[config.mk]
export PLATFORM = sky130hd
export DESIGN_NAME = rr_mux_arb_flat
export DESIGN_NICKNAME = d
export VERILOG_FILES = /design/src/rtl/rr_mux_arb_if.sv /design/src/rtl/rr_mux_arb.sv /design/src/flat_wrapper.sv
export SDC_FILE = /design/constraint.sdc
export NUM_CORES = 1
export LEC_CHECK = 0
export ABC_AREA = 1
export CORE_AREA = 2 2 186 188
export DETAILED_ROUTE_END_ITERATION = 10
export DIE_AREA = 0 0 188 190
export MAX_ROUTING_LAYER = met4
export PLACE_DENSITY = 0.71
export SLEW_MARGIN = 10
export SYNTH_ARGS = -nofsm -noshare
export SYNTH_HDL_FRONTEND = slang
export SYNTH_SLANG_ARGS = --single-unit
[constraint.sdc]
create_clock -name clk -period 6.3 [get_ports clk]
set_clock_uncertainty 0.15 [all_clocks]
set_input_delay 1.26 -clock clk [delete_from_list [all_inputs] [get_ports clk]]
set_output_delay 1.26 -clock clk [all_outputs]
set_load 0.05 [all_outputs]
[src/rtl/rr_mux_arb_if.sv]
// Handshake bundle for rr_mux_arb: N producer channels in, one registered link out.
// Valid/ready rule on every port: a word moves on a rising edge where valid and ready are both high; valid never waits on ready, and data is held stable while valid is high and ready is low.
interface rr_mux_arb_if #(
  parameter int N = 6,
  parameter int W = 64
);
  localparam int SW = (N > 1) ? $clog2(N) : 1;

  logic [N-1:0]   in_valid;
  logic [N*W-1:0] in_data;
  logic [N-1:0]   in_ready;
  logic           fixed_prio;
  logic           out_valid;
  logic [W-1:0]   out_data;
  logic [SW-1:0]  out_sel;
  logic           out_ready;

  modport master (
    output in_valid, in_data, fixed_prio, out_ready,
    input  in_ready, out_valid, out_data, out_sel
  );

  modport slave (
    input  in_valid, in_data, fixed_prio, out_ready,
    output in_ready, out_valid, out_data, out_sel
  );
endinterface

[src/rtl/rr_mux_arb.sv]
// N-input, W-bit arbitrating mux: round-robin or fixed-priority grant into a single
// registered output stage; rr_ptr is exposed on dbg_rr_ptr for observation.
module rr_mux_arb #(
  parameter  int N  = 6,
  parameter  int W  = 64,
  localparam int SW = (N > 1) ? $clog2(N) : 1
) (
  input  logic          clk,
  input  logic          reset,
  rr_mux_arb_if.slave   bus,
  output logic [SW-1:0] dbg_rr_ptr
);

  logic [SW-1:0] rr_ptr;
  logic [SW-1:0] grant;
  logic [SW-1:0] next_ptr;
  logic [W-1:0]  grant_data;
  logic          hit;
  logic          any_valid;
  logic          load;
  logic [N-1:0]  ready_vec;

  logic          out_valid_q;
  logic [W-1:0]  out_data_q;
  logic [SW-1:0] out_sel_q;

  assign any_valid = |bus.in_valid;
  assign load      = !out_valid_q || bus.out_ready;

  // Cyclic search as two linear passes: indices >= rr_ptr first, then the wrapped
  // part below rr_ptr. Fixed priority simply opens the first pass to every index.
  always_comb begin
    hit        = 1'b0;
    grant      = '0;
    grant_data = '0;
    for (int i = 0; i < N; i++) begin
      if (!hit && bus.in_valid[i] && (bus.fixed_prio || SW'(i) >= rr_ptr)) begin
        hit        = 1'b1;
        grant      = SW'(i);
        grant_data = bus.in_data[i*W +: W];
      end
    end
    for (int i = 0; i < N; i++) begin
      if (!hit && !bus.fixed_prio && bus.in_valid[i] && SW'(i) < rr_ptr) begin
        hit        = 1'b1;
        grant      = SW'(i);
        grant_data = bus.in_data[i*W +: W];
      end
    end
  end

  assign next_ptr = (grant == SW'(N - 1)) ? '0 : grant + SW'(1);

  always_comb begin
    ready_vec = '0;
    for (int i = 0; i < N; i++) begin
      ready_vec[i] = (grant == SW'(i));
    end
    bus.in_ready = (!reset && load && any_valid) ? ready_vec : '0;
  end

  always_ff @(posedge clk or posedge reset) begin
    if (reset) begin
      out_valid_q <= 1'b0;
      out_data_q  <= '0;
      out_sel_q   <= '0;
      rr_ptr      <= '0;
    end else if (load) begin
      if (any_valid) begin
        out_valid_q <= 1'b1;
        out_data_q  <= grant_data;
        out_sel_q   <= grant;
        if (!bus.fixed_prio) begin
          rr_ptr <= next_ptr;
        end
      end else begin
        // Drain: drop valid but keep the last word visible on the data lines.
        out_valid_q <= 1'b0;
      end
    end
  end

  assign bus.out_valid = out_valid_q;
  assign bus.out_data  = out_data_q;
  assign bus.out_sel   = out_sel_q;
  assign dbg_rr_ptr    = rr_ptr;

endmodule

[src/flat_wrapper.sv]
// flat-port wrapper written by rule: the top's interface ports become plain ports
module rr_mux_arb_flat 
#(
  parameter  int N  = 6,
  parameter  int W  = 64,
  localparam int SW = (N > 1) ? $clog2(N) : 1
)
  (clk, reset, dbg_rr_ptr, bus_in_valid, bus_in_data, bus_fixed_prio, bus_out_ready, bus_in_ready, bus_out_valid, bus_out_data, bus_out_sel);
  rr_mux_arb_if #(.N(N), .W(W)) bus_i ();
  input  logic clk;
  input  logic reset;
  output logic [SW-1:0] dbg_rr_ptr;
  input wire logic [$bits(bus_i.in_valid)-1:0] bus_in_valid;
  input wire logic [$bits(bus_i.in_data)-1:0] bus_in_data;
  input wire logic [$bits(bus_i.fixed_prio)-1:0] bus_fixed_prio;
  input wire logic [$bits(bus_i.out_ready)-1:0] bus_out_ready;
  output wire logic [$bits(bus_i.in_ready)-1:0] bus_in_ready;
  output wire logic [$bits(bus_i.out_valid)-1:0] bus_out_valid;
  output wire logic [$bits(bus_i.out_data)-1:0] bus_out_data;
  output wire logic [$bits(bus_i.out_sel)-1:0] bus_out_sel;
  assign bus_i.in_valid = bus_in_valid;
  assign bus_i.in_data = bus_in_data;
  assign bus_i.fixed_prio = bus_fixed_prio;
  assign bus_i.out_ready = bus_out_ready;
  assign bus_in_ready = bus_i.in_ready;
  assign bus_out_valid = bus_i.out_valid;
  assign bus_out_data = bus_i.out_data;
  assign bus_out_sel = bus_i.out_sel;
  rr_mux_arb #(.N(N), .W(W)) u_core (.clk(clk), .reset(reset), .bus(bus_i), .dbg_rr_ptr(dbg_rr_ptr));
endmodule
==> reports/metrics.cfg <==
[outcome]
status = complete, no violations

[logic_synthesis]
yosysTopAreaCell = nand2_1
syn_nets = 2497
yosysMostFrequentCell = nand2_1
ys_async_sr_fraction_pct = 100
synth_cell_types = 27
synth-seq-cells = 71
synth_edf_count = 0
seq_area_frac_synth_pct = 17.3
synthFlopType = dfrtp_1
syn_area_sq_um = 10300
synthCells = 2098
synth_top_area_share_pct = 24.5
syn_avg_cell_area_sq_um = 4.91
synth_area_leaders = nand2_1 25%, dfrtp_1 17%, nand3_1 16%
synth_warnings = 0
synth_common_cells = 673 x nand2_1, 407 x nor2_1, 335 x nand3_1

[critical_path]
reg2reg_slack_ns = 2.48
r2r-start = u_core.dbg_rr_ptr[1]
crit_path_end_kind = primary output
path_max_fanout = 10
r2r_cells = 18
worstSetupPathType = in2out
cp-start-kind = input pin
cp.arrival_ns = 4.52
crit_required_ns = 4.89
r2r-end = u_core.bus.out_data[19]

[timing]
clock.fmax_mhz = 169
period_share_pct = 94.1
timing.hold.ws_ns = 0.332
rsz0062_at_grt = no
layout_setup_ws_ns = 0.369
tightest_slew_ns = 1.04
setup_viol = 0
hold_viol_final = 0
min_period_ns = 5.93
slew_violations = 0
slew-limit-headroom_pct = 30.6
fin_tns_setup_ns = 0

[pwr]
p_per_area_nw_per_um2 = 248
p_total_mw = 3.90
max-vdd-ir-drop_uv = 178
p_leak_nw = 8.07

[cts]
cts-root-buf = clkbuf_16
cts_tree = done
cts_resized = 0
postCtsHoldBufs = 0
cts_setup_buffers = 0
cts_buffer_depth = 2
htreeDepth = 3
clk_pin_slew_worst_paths_ns = 0.06
cts.sinks = 71
cts_made_buffers = 9
clkLatencyLatePin_ns = 0.35

[worst_hold_path]
min_path_type = reg2reg
min_to = u_core.bus.out_data[21]
hp-start = u_core.bus.out_data[21]
whs_path_depth = 2

[floorplanning]
rows = 68
die_area_sq_um = 35700
start_util_pct = 30.3
die-width_um = 188
die-height_um = 190
core_sq_um = 33900
ios = 471

[global_routing]
grt_util_all_layers_pct = 30.9
grt_max_degree = 76
grt_first_pass_wirelength_um = 83900
overflow = 0
antenna_found_initial = 3
grt_pass1_vias = 14900

[cells_and_area]
postLayoutCellArea_sq_um = 15700
synthToLayoutAreaGrowth_pct = 52.9
fill_cells = 3554
drive_gt1_share_pct = 3.33
final_nets = 2886

[placed_design]
dp_slack_ns = 0.412
hpwl_um = 37500
dpl_cell_area_sq_um = 15400
place_congestion = 0.950
io_buffers = 470

[drt]
drt-pass1-iter-count = 6
route.detailed.wl_per_inst_um = 18.7
vias = 15300
drc = 0
via_per_inst = 5.17
ant_nets = 0
drt_iter0_markers = 1388
routed_wl_um = 55100

[flow_run]
cap_viol_max_count = 0

==> cell usage in the layout, fill, tap and decap left out, drive strengths merged <==
cell type      netlist  final
dfrtp               71     71
a31oi                1      1
o2111a               1      1
diode                0      3
nand2              673    673
nor4                 1      1
clkinv               1      3
clkbuf              84      9
o21ai               68     68
bufinv               0      2
nand4               76     76
clkdlybuf4s50        0    463
nor2               410    410
nand3b              10     10
clkinvlp             0      1
nand3              338    338
buf                 41     40
nor3                 3      3
inv                315    317
ha                   5      5
==> metal layers <==
metal	up-vias	part of all wire (%)	GRT usage, %	routed length (um)
met5	-	0	-	0
met2	918	46	50.5	25500
met4	0	4.4	14.5	2450
met3	171	9.0	4.65	4960
met1	6921	40	37.6	22200
li1	7248	-	-	-
==> report_power, final <==
part | leakage, nW | switching (mW) | internal [mW] | total, mW
Clock | 0.158 | 0.250 | 0.353 | 0.603
Sequential | 0.874 | 0.117 | 0.615 | 0.732
Combinational | 7.04 | 1.66 | 0.904 | 2.56
Total | 8.07 | 2.02 | 1.87 | 3.90
==> kinds of logic (layout without fill, tap and decap cells) <==
kind of cell | after synthesis | after routing | synth area share [%]
DFF | 71 | 71 | 17.3
AOI/OAI and AO/OA | 70 | 70 | 3.57
and+or+nand+nor | 1511 | 1511 | 62.1
buffers and inverters | 441 | 835 | 16.4
other | 0 | 3 | 0
adders and majority gates | 5 | 5 | 0.608
==> worst max path at each step <==
stage	startpoint	end	cells past startpoint
finish	bus_fixed_prio	bus_in_ready[3]	17
global placement	bus_fixed_prio	bus_in_ready[3]	17
CTS	bus_fixed_prio	bus_in_ready[3]	17
floorplan	reset	bus_in_ready[0]	3
detailed placement	bus_fixed_prio	bus_in_ready[3]	17
global route	bus_fixed_prio	bus_in_ready[3]	17
==> through the flow <==
stage	utilization [%]	cells
final	46.4	2950
after global routing	46.4	2950
after CTS	46.3	2947
after detailed placement	45.4	2931
after global placement	45.4	2931
after floorplan	-	2098
==> critical path: stages <==
cell,delay (ns)
clkdlybuf4s50_1,0.59
inv_2,0.13
nand2_1,0.17
nor2_1,0.07
nor2_2,0.37
nor2_8,0.08
nand2_1,0.17
clkinv_1,0.34
nor2_1,0.19
nand3_1,0.10
nor2_1,0.28
inv_1,0.12
ha_1,0.20
ha_1,0.18
inv_1,0.05
nor2_1,0.06
buf_12,0.17
==> registers in the layout, summed over array words and instances (netlist names) <==
name,cells
u_core.bus.out_valid,1
u_core.bus.out_data,64
u_core.bus.out_sel,3
u_core.dbg_rr_ptr,3
==> area by class of cell <==
class / instances / area, sq um / area share, %
Multi-Input combinational cell: 1586 / 6890 / 43.8
Timing Repair Buffer: 503 / 4980 / 31.7
Sequential cell: 71 / 1780 / 11.3
Inverter: 316 / 1190 / 7.54
Tap cell: 455 / 569 / 3.62
Clock buffer: 9 / 225 / 1.43
Clock inverter: 7 / 101 / 0.644
Antenna cell: 3 / 7.51 / 0.0477
No activity file was read; power rests on OpenSTA's default activity.
==> edit 1: new RTL, config.mk and constraints unchanged <==
Register the output `dbg_rr_ptr` once more, without a reset; this adds one clock of latency there. The other outputs are not delayed to match. Comments in the files are not updated.
--- a/src/rtl/rr_mux_arb.sv
+++ b/src/rtl/rr_mux_arb.sv
@@ -83,7 +83,9 @@
   assign bus.out_valid = out_valid_q;
   assign bus.out_data  = out_data_q;
   assign bus.out_sel   = out_sel_q;
-  assign dbg_rr_ptr    = rr_ptr;
+  always_ff @(posedge clk) begin
+    dbg_rr_ptr <= rr_ptr;
+  end
 
 endmodule
 
Formal check against the unedited RTL: not equivalent (a bounded check fails within 4 cycles, from zero or initial values and one cycle with reset high).
==> edit 1 against the unedited design <==
- routed wire length up 2.0%
- synthesized area up 1.4%
- worst setup slack better by 0.24 ns
- sequential cell count up 3
- power up 0.55%
- register-to-register slack better by 0.06 ns
- final area up 0.37%
- maximum frequency up 4.2%
- highest routed layer unchanged
==> edit 1: results (changes against the unedited design) <==
| Metric | Value |
|---|---|
| Drt wl/cell | 18.89 microns (+1.2%) |
| Synth cell types | 30 (+11%) |
| Register area share after synthesis | 17.60% (+0.34 points) |
| Status | completed |
| Mean Syn Cell Area | 4.918 sq um (+0.24%) |
| Total Routing Usage GR | 31.76% (+0.83 points) |
| Pleak | 8.150 nW (+1.0%) |
| CP max stage delay | 0.50 ns (-0.09 ns) |
| Filler cell count | 3551 (-0.084%) |
| CP arrival | 4.28 ns (-0.24 ns) |
| Synth area leaders | nand2_1 25%, dfrtp_1 17%, nand3_1 15% |
| Synth top cells by count | 691 x nand2_1, 407 x nor2_1, 323 x nand3_1 |
| First-pass GRT wire length | 85150 microns (+1.5%) |
| Iter 0 DRT Violations | 1372 (-1.2%) |
| Largest net degree at the start of global routing | 73 (-3.9%) |
| R2r startpoint | u_core.rr_ptr[1] |
| Vias | 15350 (+0.63%) |
| Min-delay src | u_core.bus.out_data[18] |
| Crit path max fanout | 28 (+18) |
| CTS max path bufs | 2 (unchanged) |
| Post-CTS Resized | 0 (unchanged) |
| Layout net count | 2907 (+0.73%) |
| Asr flop ratio synth | 95.95% (-4.1 points) |
| Detailed Place HPWL | 38310 microns (+2.3%) |
| Worst slack, placed | 0.6727 ns (+0.2605 ns) |
| Initial antenna violation count | 4 (+1) |
| Fraction of layout cells with a size suffix above 1 | 4.258% (+0.93 points) |
| Gp weighted congestion | 0.9606 (+1.1%) |
| VDD IR max | 0.1549 mV (-13%) |
| Post-route cell area | 0.01580 sq mm (+0.37%) |
==> edit 1: through the flow <==
step                total power [mW]  hold slack, ns
floorplan                      2.315          0.2582
global placement               3.322          0.3125
detailed placement             3.346          0.3139
CTS                            3.920          0.3339
global route                   4.178          0.3509
finish                         3.917          0.3281
==> edit 1: worst reg2reg max path, stage by stage, from the launching register on <==
cell	delay, ns
dfrtp_1	0.48
o21ai_2	0.17
nand3_4	0.09
buf_4	0.33
buf_4	0.53
inv_2	0.49
buf_4	0.44
nand2_1	0.12
nand2_1	0.06
inv_1	0.06
nand2_1	0.06
nor2_1	0.10
nand3_1	0.08
nor2_1	0.11
nand3_1	0.07
nor2_1	0.11
nand2_1	0.06
nand2_1	0.09
nand2_1	0.05
==> edit 1: report_power, final <==
| part | total, mW | internal (mW) | switching [mW] |
|---|---|---|---|
| combinational | 2.59 | 0.907 | 1.69 |
| clock | 0.558 | 0.280 | 0.278 |
| sequential | 0.765 | 0.643 | 0.122 |
==> edit 1: worst paths after layout <==
| check | endpoint | slack [ns] | cells after the start |
|---|---|---|---|
| worst max-delay path | bus_in_ready[3] | 0.61 | 16 |
| worst min-delay path | u_core.bus.out_data[18] | 0.33 | 2 |
| worst max register to register | u_core.bus.out_data[22] | 2.54 | 18 |
| worst min register to register | u_core.bus.out_data[18] | 0.33 | 2 |
| max in group asynchronous | u_core.bus.out_data[12] | 3.70 | 3 |
| min in group asynchronous | u_core.bus.out_data[42] | 1.15 | 2 |
==> edit 1: kinds of logic (layout without fill, tap and decap cells) <==
| group | Yosys count | in the layout | synth area share, % |
|---|---|---|---|
| buf+inv | 451 | 842 | 17.02 |
| other cells | 0 | 5 | 0 |
| fa+ha+maj | 5 | 5 | 0.5994 |
| flops | 74 | 74 | 17.60 |
| simple gates | 1516 | 1516 | 61.05 |
| compound gates | 76 | 76 | 3.729 |
==> edit 1: final cells by class <==
class / count / area share [%]
well taps: 455 / 3.604
diodes: 5 / 0.07921
inverters: 323 / 7.683
repair buffers: 503 / 31.62
clock buffers: 9 / 1.426
flip-flops and latches: 74 / 11.63
multi-input cells: 1597 / 43.56
clock inverters: 7 / 0.4040
==> edit 1: routing by layer <==
layer	track usage [%]	up-vias	share of wire [%]
met5	-	-	0
met1	36.27	6897	38
li1	-	7300	-
met2	52.80	986	47
met4	16.54	0	4.4
met3	6.346	171	11
==> edit 2: new RTL, same settings <==
Without the edit above. Make the reset (`reset`) synchronous in one clocked block.
--- a/src/rtl/rr_mux_arb.sv
+++ b/src/rtl/rr_mux_arb.sv
@@ -59,7 +59,7 @@
     bus.in_ready = (!reset && load && any_valid) ? ready_vec : '0;
   end
 
-  always_ff @(posedge clk or posedge reset) begin
+  always_ff @(posedge clk) begin
     if (reset) begin
       out_valid_q <= 1'b0;
       out_data_q  <= '0;
Check against the original RTL: differs if reset is asserted again (counterexample within 4 cycles, from zero or initial values and one cycle with reset high); with reset held inactive, the same outputs for 4 cycles.
==> edit 2 against the unedited design <==
- utilization shrank 1.0 points
- synthesized cell count shrank 3.3%
- final area shrank 2.3%
- worst setup slack lost 0.11 ns
- via count grew 3.4%
- sequential cell count is the same
- routed wire length grew 6.9%
- synthesized area shrank 2.5%
- first-iteration DRC count grew 24%
- critical path type unchanged
- largest cell class unchanged
- highest routed layer unchanged
Power is not compared: it rests on default switching activity, and its combinational part moved more than twofold at a synthesized area within 25%.
==> edit 2: results (changes against the unedited design) <==
| Metric | Value |
|---|---|
| CP Capture Point | bus_in_ready[4] |
| Status | completed |
| Fraction of layout cells with a size suffix above 1 | 3.637% (+0.31 points) |
| Crit path max fanout | 30 (+20) |
| R2r startpoint | u_core.dbg_rr_ptr[2] |
| Vias per cell | 5.541 (+7.1%) |
| Detailed Place HPWL | 40390 microns (+7.8%) |
| Final period utilization | 95.96% (+1.8 points) |
| Register area share after synthesis | 14.16% (-3.1 points) |
| Adder-cell share of the synthesized area | 0.6232% (+0.015 points) |
| Synth cell types | 26 (-3.7%) |
| Top_reg_cell synth | dfxtp_1 |
| Worst slack, placed | 0.3178 ns (-0.09441 ns) |
| R2R depth | 13 (-5) |
| Gp weighted congestion | 1.040 (+9.5%) |
| Wire length on met2 | 26880 microns (+5.6%) |
| Drt wl/cell | 20.66 microns (+11%) |
| Iter 0 DRT Violations | 1715 (+24%) |
| Routed wl met3 | 6295 microns (+27%) |
| M1 wire length | 22590 microns (+1.8%) |
| Synth top cells by count | 476 x nand2_1, 360 x nor2_1, 307 x nand3_1 |
| Placed cell area | 0.01505 sq mm (-2.3%) |
| Asr flop ratio synth | 0% (-100 points) |
| Compound-Gate Fraction of Synth Area | 8.912% (+5.3 points) |
| Total Routing Usage GR | 32.77% (+1.8 points) |
| Vias in the first global route | 15070 (+0.96%) |
| CP arrival | 4.64 ns (+0.12 ns) |
| Reg2reg setup slack | 2.45 ns (-0.03 ns) |
| CP max stage delay | 0.48 ns (-0.11 ns) |
-- edit 2: cell types whose count changed after synthesis, sizes merged, moves of 4 or more --
cell    change
nand2     -194
nand4     +119
a21oi      +82
dfrtp      -71
dfxtp      +71
inv        -54
nor2       -46
nand3      -30
clkbuf     +26
o21ai      +22
buf         +5
o211ai      +4
-- edit 2: power by group through the flow --
stage	registers [mW]	clock network, mW	logic (mW)
finish	0.528	0.594	1.19
global route	0.533	0.630	1.28
CTS	0.528	0.609	1.18
detailed placement	0.538	0	1.17
global placement	0.537	0	1.17
floorplan	0.695	0	0.444
-- edit 2: worst min-delay path by stage --
stage	startpoint	endpoint	slack [ns]	cells after the start
floorplan	u_core.bus.out_data[22]	u_core.bus.out_data[22]	0.54	2
global placement	u_core.bus.out_data[23]	u_core.bus.out_data[23]	0.30	2
detailed placement	u_core.bus.out_data[17]	u_core.bus.out_data[17]	0.31	2
CTS	u_core.bus.out_data[17]	u_core.bus.out_data[17]	0.32	2
global route	u_core.bus.out_data[48]	u_core.bus.out_data[48]	0.33	2
finish	u_core.bus.out_data[56]	u_core.bus.out_data[56]	0.31	2
-- edit 2: routing by layer --
metal  vias up  track usage (%)
met5         -                -
met4         0            17.20
met3       211            6.235
met2      1203            52.63
met1      7059            38.98
li1       7309                -
-- edit 2: stage by stage --
| step | utilization, % | hold slack [ns] | std cells |
|---|---|---|---|
| finish | 45.31 | 0.3146 | 2848 |
| global route | 45.31 | 0.3329 | 2848 |
| CTS | 45.30 | 0.3180 | 2847 |
| detailed placement | 44.35 | 0.3071 | 2831 |
| global placement | 44.35 | 0.3017 | 2831 |
| floorplan | - | 0.5394 | 2028 |
-- edit 2: kinds of logic after synthesis --
family,after synthesis
AND/OR/NAND/NOR,1358
buffers and inverters,418
AO/OA/AOI/OAI,176
flip-flops,71
adder cells (fa/ha/maj),5
-- edit 2: cell type report --
| class | count | area share, % |
|---|---|---|
| diodes | 1 | 0.01627 |
| clock buffers | 13 | 1.692 |
| clock inverters | 3 | 0.4230 |
| inverters | 262 | 6.401 |
| multi-input cells | 1539 | 46.22 |
| flip-flops and latches | 71 | 9.240 |
| well taps | 455 | 3.701 |
| repair buffers | 504 | 32.31 |
-- edit 2: worst max-delay path: cells and delay by family --
kind | cells | cell delay [ns]
buf+inv | 5 | 1.41
compound gates | 2 | 0.36
simple gates | 7 | 1.61
